==> config.mk <==
export PLATFORM = sky130hd
export DESIGN_NAME = mult_12_sched
export DESIGN_NICKNAME = d
export VERILOG_FILES = /design/src/rtl/mult_12_sched.sv
export SDC_FILE = /design/constraint.sdc
export NUM_CORES = 1
export LEC_CHECK = 0
export ABC_AREA = 1
export CAP_MARGIN = 20
export CORE_MARGIN = 2
export CORE_UTILIZATION = 45
export CTS_BUF_LIST = sky130_fd_sc_hd__clkbuf_4 sky130_fd_sc_hd__clkbuf_8
export CTS_CLUSTER_SIZE = 10
export DETAILED_ROUTE_END_ITERATION = 10
export GPL_TIMING_DRIVEN = 0
export PLACE_DENSITY = 0.83
export SLEW_MARGIN = 30
export SYNTH_ARGS = -nofsm -noshare
export SYNTH_HDL_FRONTEND = slang
export SYNTH_SLANG_ARGS = --single-unit
export TNS_END_PERCENT = 1
==> constraint.sdc <==
create_clock -name clk_i -period 3.1 [get_ports clk_i]
set_input_delay 0.62 -clock clk_i [delete_from_list [all_inputs] [get_ports clk_i]]
set_output_delay 0.62 -clock clk_i [all_outputs]
set_load 0.01 [all_outputs]
==> src/rtl/mult_12_sched.sv <==
// mult_12_sched: round-robin scheduler that shares one pipelined 12-bit float multiplier among requesters
// and returns each product tagged with the requester index.
module mult_12_sched #(
    parameter int NUM_REQ  = 4,
    parameter int MULT_LAT = 3,
    parameter int MAX_OUT  = 4,
    parameter int ID_W     = 2
) (
    input  logic                  clk_i,
    input  logic                  rst_i,
    input  logic                  enable_i,
    input  logic [NUM_REQ-1:0]    req_valid_i,
    input  logic [NUM_REQ*12-1:0] req_data_1_i,
    input  logic [NUM_REQ*12-1:0] req_data_2_i,
    output logic [NUM_REQ-1:0]    req_ready_o,
    output logic [11:0]           mult_data_1_o,
    output logic [11:0]           mult_data_2_o,
    input  logic [11:0]           mult_data_i,
    output logic                  res_valid_o,
    output logic [ID_W-1:0]       res_id_o,
    output logic [11:0]           res_data_o,
    output logic                  idle_o
);
    localparam int CW = $clog2(MAX_OUT + 1);

    logic [ID_W-1:0]             ptr;
    logic [ID_W-1:0]             win;
    logic                        hit;
    logic [NUM_REQ-1:0]          elig;
    logic [NUM_REQ-1:0]          done;
    logic [NUM_REQ-1:0][CW-1:0]  cnt;
    logic [MULT_LAT:0]           tag_v;
    logic [MULT_LAT:0][ID_W-1:0] tag_id;

    always_comb begin
        elig = '0;
        done = '0;
        for (int i = 0; i < NUM_REQ; i++) begin
            elig[i] = req_valid_i[i] && enable_i && (cnt[i] < CW'(MAX_OUT));
            done[i] = tag_v[MULT_LAT] && (tag_id[MULT_LAT] == ID_W'(i));
        end
    end

    // Scan from farthest to nearest so the eligible requester closest after ptr wins.
    always_comb begin
        win = ptr;
        hit = 1'b0;
        for (int k = NUM_REQ; k >= 1; k--) begin
            if (elig[ID_W'((int'(ptr) + k) % NUM_REQ)]) begin
                win = ID_W'((int'(ptr) + k) % NUM_REQ);
                hit = 1'b1;
            end
        end
    end

    assign req_ready_o = hit ? (NUM_REQ'(1) << win) : '0;
    assign idle_o      = ~|tag_v && !res_valid_o;

    always_ff @(posedge clk_i or posedge rst_i) begin
        if (rst_i) begin
            ptr           <= ID_W'(NUM_REQ - 1);
            mult_data_1_o <= '0;
            mult_data_2_o <= '0;
            tag_v         <= '0;
            tag_id        <= '0;
            res_valid_o   <= 1'b0;
            res_id_o      <= '0;
            res_data_o    <= '0;
            cnt           <= '0;
        end else begin
            tag_v       <= {tag_v[MULT_LAT-1:0], hit};
            tag_id      <= {tag_id[MULT_LAT-1:0], win};
            res_valid_o <= tag_v[MULT_LAT];
            if (hit) begin
                ptr           <= win;
                mult_data_1_o <= req_data_1_i[win*12 +: 12];
                mult_data_2_o <= req_data_2_i[win*12 +: 12];
            end
            if (tag_v[MULT_LAT]) begin
                res_data_o <= mult_data_i;
                res_id_o   <= tag_id[MULT_LAT];
            end
            for (int i = 0; i < NUM_REQ; i++) begin
                if (req_ready_o[i] && !done[i])
                    cnt[i] <= cnt[i] + CW'(1);
                else if (done[i] && !req_ready_o[i])
                    cnt[i] <= cnt[i] - CW'(1);
            end
        end
    end
endmodule

==> results of run 1 <==
cells by family (layout without fill, tap and decap cells):
group                      Yosys count  count (layout)  synth area share (%)
AOI/OAI and AO/OA                   12              12                  1.73
xor gates and xnor gates             8               8                  1.79
adders and majority gates            8               8                  3.32
buffers and inverters               92             269                  11.1
DFF                                 65              65                  41.6
muxes                                4               4                  1.15
and+or+nand+nor                    320             320                  39.3
what timing repair did:
item / in CTS / in global routing
pin swaps: 0 / 11
setup buffers: 0 / 5
endpoints found under the setup margin: 12 / 12
resized for setup: 32 / 24
cell usage in the layout, fill, tap and decap left out, types with 8 or more instances in the layout:
master                            instances
sky130_fd_sc_hd__buf_2                    8
sky130_fd_sc_hd__buf_4                    9
sky130_fd_sc_hd__clkbuf_8                12
sky130_fd_sc_hd__clkdlybuf4s50_1        149
sky130_fd_sc_hd__dfrtp_1                 63
sky130_fd_sc_hd__inv_1                   60
sky130_fd_sc_hd__nand2_1                190
sky130_fd_sc_hd__nand2_2                 13
sky130_fd_sc_hd__nand2_4                 12
sky130_fd_sc_hd__nand3_1                 74
sky130_fd_sc_hd__nand3_2                 17
stage by stage:
| step | TNS, ps | setup WS (ps) | std cells | util [%] |
|---|---|---|---|---|
| global route | -349 | -91.2 | 794 | 70.0 |
| CTS | -72.6 | -35.9 | 789 | 68.8 |
| detailed placement | -6430 | -618 | 775 | 65.7 |
| floorplan | -146 | -66.3 | 509 | - |
| global placement | -19240 | -576 | 774 | 65.5 |
| finish | 0 | 38.0 | 794 | 70.0 |
power groups by stage:
stage	Sequential [mW]	Clock [mW]	Combinational, mW
2_1_floorplan	1.66	0	3.86
3_3_place_gp	1.57	0	5.59
3_5_place_dp	1.59	0	5.85
4_1_cts	1.59	0.769	6.02
5_1_grt	1.64	0.806	6.92
6_report	1.59	0.758	6.29
state kept, by name (all words and copies together), names as in the netlist:
signal	cells
cnt	12
mult_data_1_o	12
mult_data_2_o	12
res_data_o	12
tag_id	8
tag_v	4
ptr	2
res_id_o	2
res_valid_o	1
worst register-to-register path: cells and delay by family (launching register included):
kind	cells	cell delay (ps)
and+or+nand+nor	6	750
adders and majority gates	2	640
buffers and inverters	5	710
DFF	1	550
muxes	1	270
path summary, 6_finish.rpt:
check	start	endpoint	slack (ps)	cells after the start
worst max-delay path	ptr[0]$_DFFE_PP1P_	req_ready_o[2]	40	11
worst min-delay path	tag_id[3]$_DFF_PP0_	tag_id[5]$_DFF_PP0_	350	0
worst max register to register	ptr[0]$_DFFE_PP1P_	cnt[4]$_DFFE_PP0P_	70	14
worst min register to register	tag_id[3]$_DFF_PP0_	tag_id[5]$_DFF_PP0_	350	0
max in group asynchronous	rst_i	ptr[1]$_DFFE_PP1P_	1910	3
min in group asynchronous	rst_i	mult_data_1_o[5]$_DFFE_PP0P_	610	2
cell type report:
type / instances / area, um2
fill: 667 / 2570
multi-input combinational: 352 / 1960
sequential: 65 / 1630
timing repair buffer: 163 / 1630
inverter: 68 / 263
buffer: 22 / 194
clock buffer: 14 / 180
tap: 108 / 135
clock inverter: 2 / 35.0
layer usage:
layer,global-route usage [%],wire [um],vias to the layer above
met2,43.2,5820,187
met4,9.51,251,0
met1,29.1,4500,1891
li1,-,-,1921
met3,6.40,912,22
met5,0,0,-
==> insert_results.sql, run 1 <==
INSERT INTO impl_metrics (metric_group, metric, value, unit) VALUES
('run_status', 'status', 'complete, no violations', ''),
('critical_path', 'number_of_buffers_and_inverters_on_the_critical_path', '5', ''),
('cts', 'cts_tree', 'done', ''),
('die', 'die_width', '97.3', 'um'),
('place', 'gpl.final_weighted_congestion', '0.875', ''),
('logic_synthesis', 'syn-instance-count', '509', ''),
('logic_synthesis', 'synth.most_common_cell', 'sky130_fd_sc_hd__nand2_1', ''),
('power_and_ir_drop', 'power_density', '1430', 'mW/mm2'),
('timing', 'max_slew.worst_pin.slew', '520', 'ps'),
('power_and_ir_drop', 'switching_share', '48.9', '%'),
('power_and_ir_drop', 'total_power', '8.63', 'mW'),
('cts', 'cts_htree_levels', '3', ''),
('grt', 'grt_pass1_wl', '18800', 'um'),
('die', 'core_region_area', '0.00859', 'mm2'),
('die', 'starting_density_of_the_core', '45.6', '%'),
('logic_synthesis', 'yosys.cell_types.count', '30', ''),
('timing', 'final-setup-viol-count', '0', ''),
('critical_path', 'critical_path.max_fanout', '10', ''),
('grt', 'grt_pass1_vias', '4069', ''),
('grt', 'maximum_number_of_pins_on_one_net_before_global_route_repair', '43', ''),
('critical_path', 'critPathTopFamily', 'buffers and inverters', ''),
('layout', 'antenna_cells_inserted', '0', ''),
('layout', 'number_of_nets_in_the_layout', '804', ''),
('timing', 'crit_path_time_final', '3060', 'ps'),
('run', 'maxCapViolations', '0', ''),
('logic_synthesis', 'synth_top_cells_by_area', 'sky130_fd_sc_hd__dfrtp_1 (40%), sky130_fd_sc_hd__nand2_1 (19%), sky130_fd_sc_hd__nand3_1 (10%)', ''),
('drt', 'routed_wirelength', '11500', 'um'),
('critical_path', 'crit_type', 'flip-flop to primary output', ''),
('drt', 'post_drt_wl_per_cell', '14.5', 'um'),
('power_and_ir_drop', 'total_switching_power', '4.22', 'mW'),
('critical_path', 'end_kind', 'primary output', ''),
('cts', 'clkSinkCount', '65', ''),
('layout', 'area.growth.synth_to_final', '53.8', '%'),
('power_and_ir_drop', 'power_share_of_the_clock_group', '8.8', '%'),
('logic_synthesis', 'synth_common_cells', 'sky130_fd_sc_hd__nand2_1 (195), sky130_fd_sc_hd__nand3_1 (78), sky130_fd_sc_hd__dfrtp_1 (63), sky130_fd_sc_hd__inv_1 (62), sky130_fd_sc_hd__nand3_2 (14)', ''),
('logic_synthesis', 'synthFlopType', 'sky130_fd_sc_hd__dfrtp_1', ''),
('logic_synthesis', 'mappedNetlistArea', '0.00392', 'mm2'),
('timing', 'rsz0062_at_grt', 'yes', ''),
('grt', 'groute.usage.overall', '24.7', '%'),
('drt', 'via_per_inst', '5.06', ''),
('logic_synthesis', 'syn-num-nets', '632', ''),
('place', 'place_area', '0.00565', 'mm2'),
('cts', 'ctsRootBufferMaster', 'sky130_fd_sc_hd__clkbuf_8', ''),
('power_and_ir_drop', 'pwr-share-seq', '18.4', '%'),
('power_and_ir_drop', 'peakVddDrop', '0.00104', 'V'),
('logic_synthesis', 'synth_edf_count', '0', ''),
('die', 'chipHeight', '97.3', 'um'),
('timing', 'timing.max_slew.rel_slack', '65.3', '%'),
('logic_synthesis', 'synthArstFlopShare', '100', '%'),
('cts', 'holdBufCountCts', '0', ''),
('power_and_ir_drop', 'combPwrFrac', '72.9', '%'),
('critical_path', 'critical_path.cell_chain', 'buf_6 > nand2_1 > nand2_2 > nand3_1 > nand2_2 > inv_2 > nor3_4 > buf_6 > buf_6 > nor3_4 > clkdlybuf4s15_2', ''),
('cts', 'worst_setup_hold_path_clk_slew', '70', 'ps'),
('place', 'dpl.hpwl', '8820', 'um'),
('drt', 'routed-via-count', '4021', ''),
('power_and_ir_drop', 'cellLeakagePower', '2.98', 'nW'),
('cts', 'worst_skew_pair.late_latency', '320', 'ps'),
('logic_synthesis', 'synthesis.area_per_instance', '7.69', 'um2'),
('die', 'floorplan.die_area', '0.00946', 'mm2'),
('critical_path', 'worst_setup_path_start_kind', 'flip-flop', ''),
('hold_path', 'hp-class', 'flip-flop to flip-flop', ''),
('logic_synthesis', 'post-synth-top-area-cell', 'sky130_fd_sc_hd__dfrtp_1', ''),
('logic_synthesis', 'yosys_register_bits', '65', ''),
('timing', 'final-hold-violation-count', '0', ''),
('drt', 'drt_first_pass_iters', '5', ''),
('drt', 'route.detailed.drc', '0', ''),
('timing', 'timing.final.crit_share', '98.8', '%'),
('timing', 'fin_hold_ws', '348', 'ps'),
('cts', 'tritoncts_buffer_count', '9', ''),
('layout', 'drive_above_1_share', '16.5', '%'),
('cts', 'clock_tree.buffer_depth', '2', '');
(Power assumes the default switching activity.)
==> inputs of run 2 (changes only) <==
--- a/config.mk
+++ b/config.mk
@@ -6,7 +6,6 @@
 export NUM_CORES = 1
 export LEC_CHECK = 0
 export ABC_AREA = 1
-export CAP_MARGIN = 20
 export CORE_MARGIN = 2
 export CORE_UTILIZATION = 45
 export CTS_BUF_LIST = sky130_fd_sc_hd__clkbuf_4 sky130_fd_sc_hd__clkbuf_8
==> results of run 2 <==
No change in the layout: final DEF, timing and power equal those of run 1.
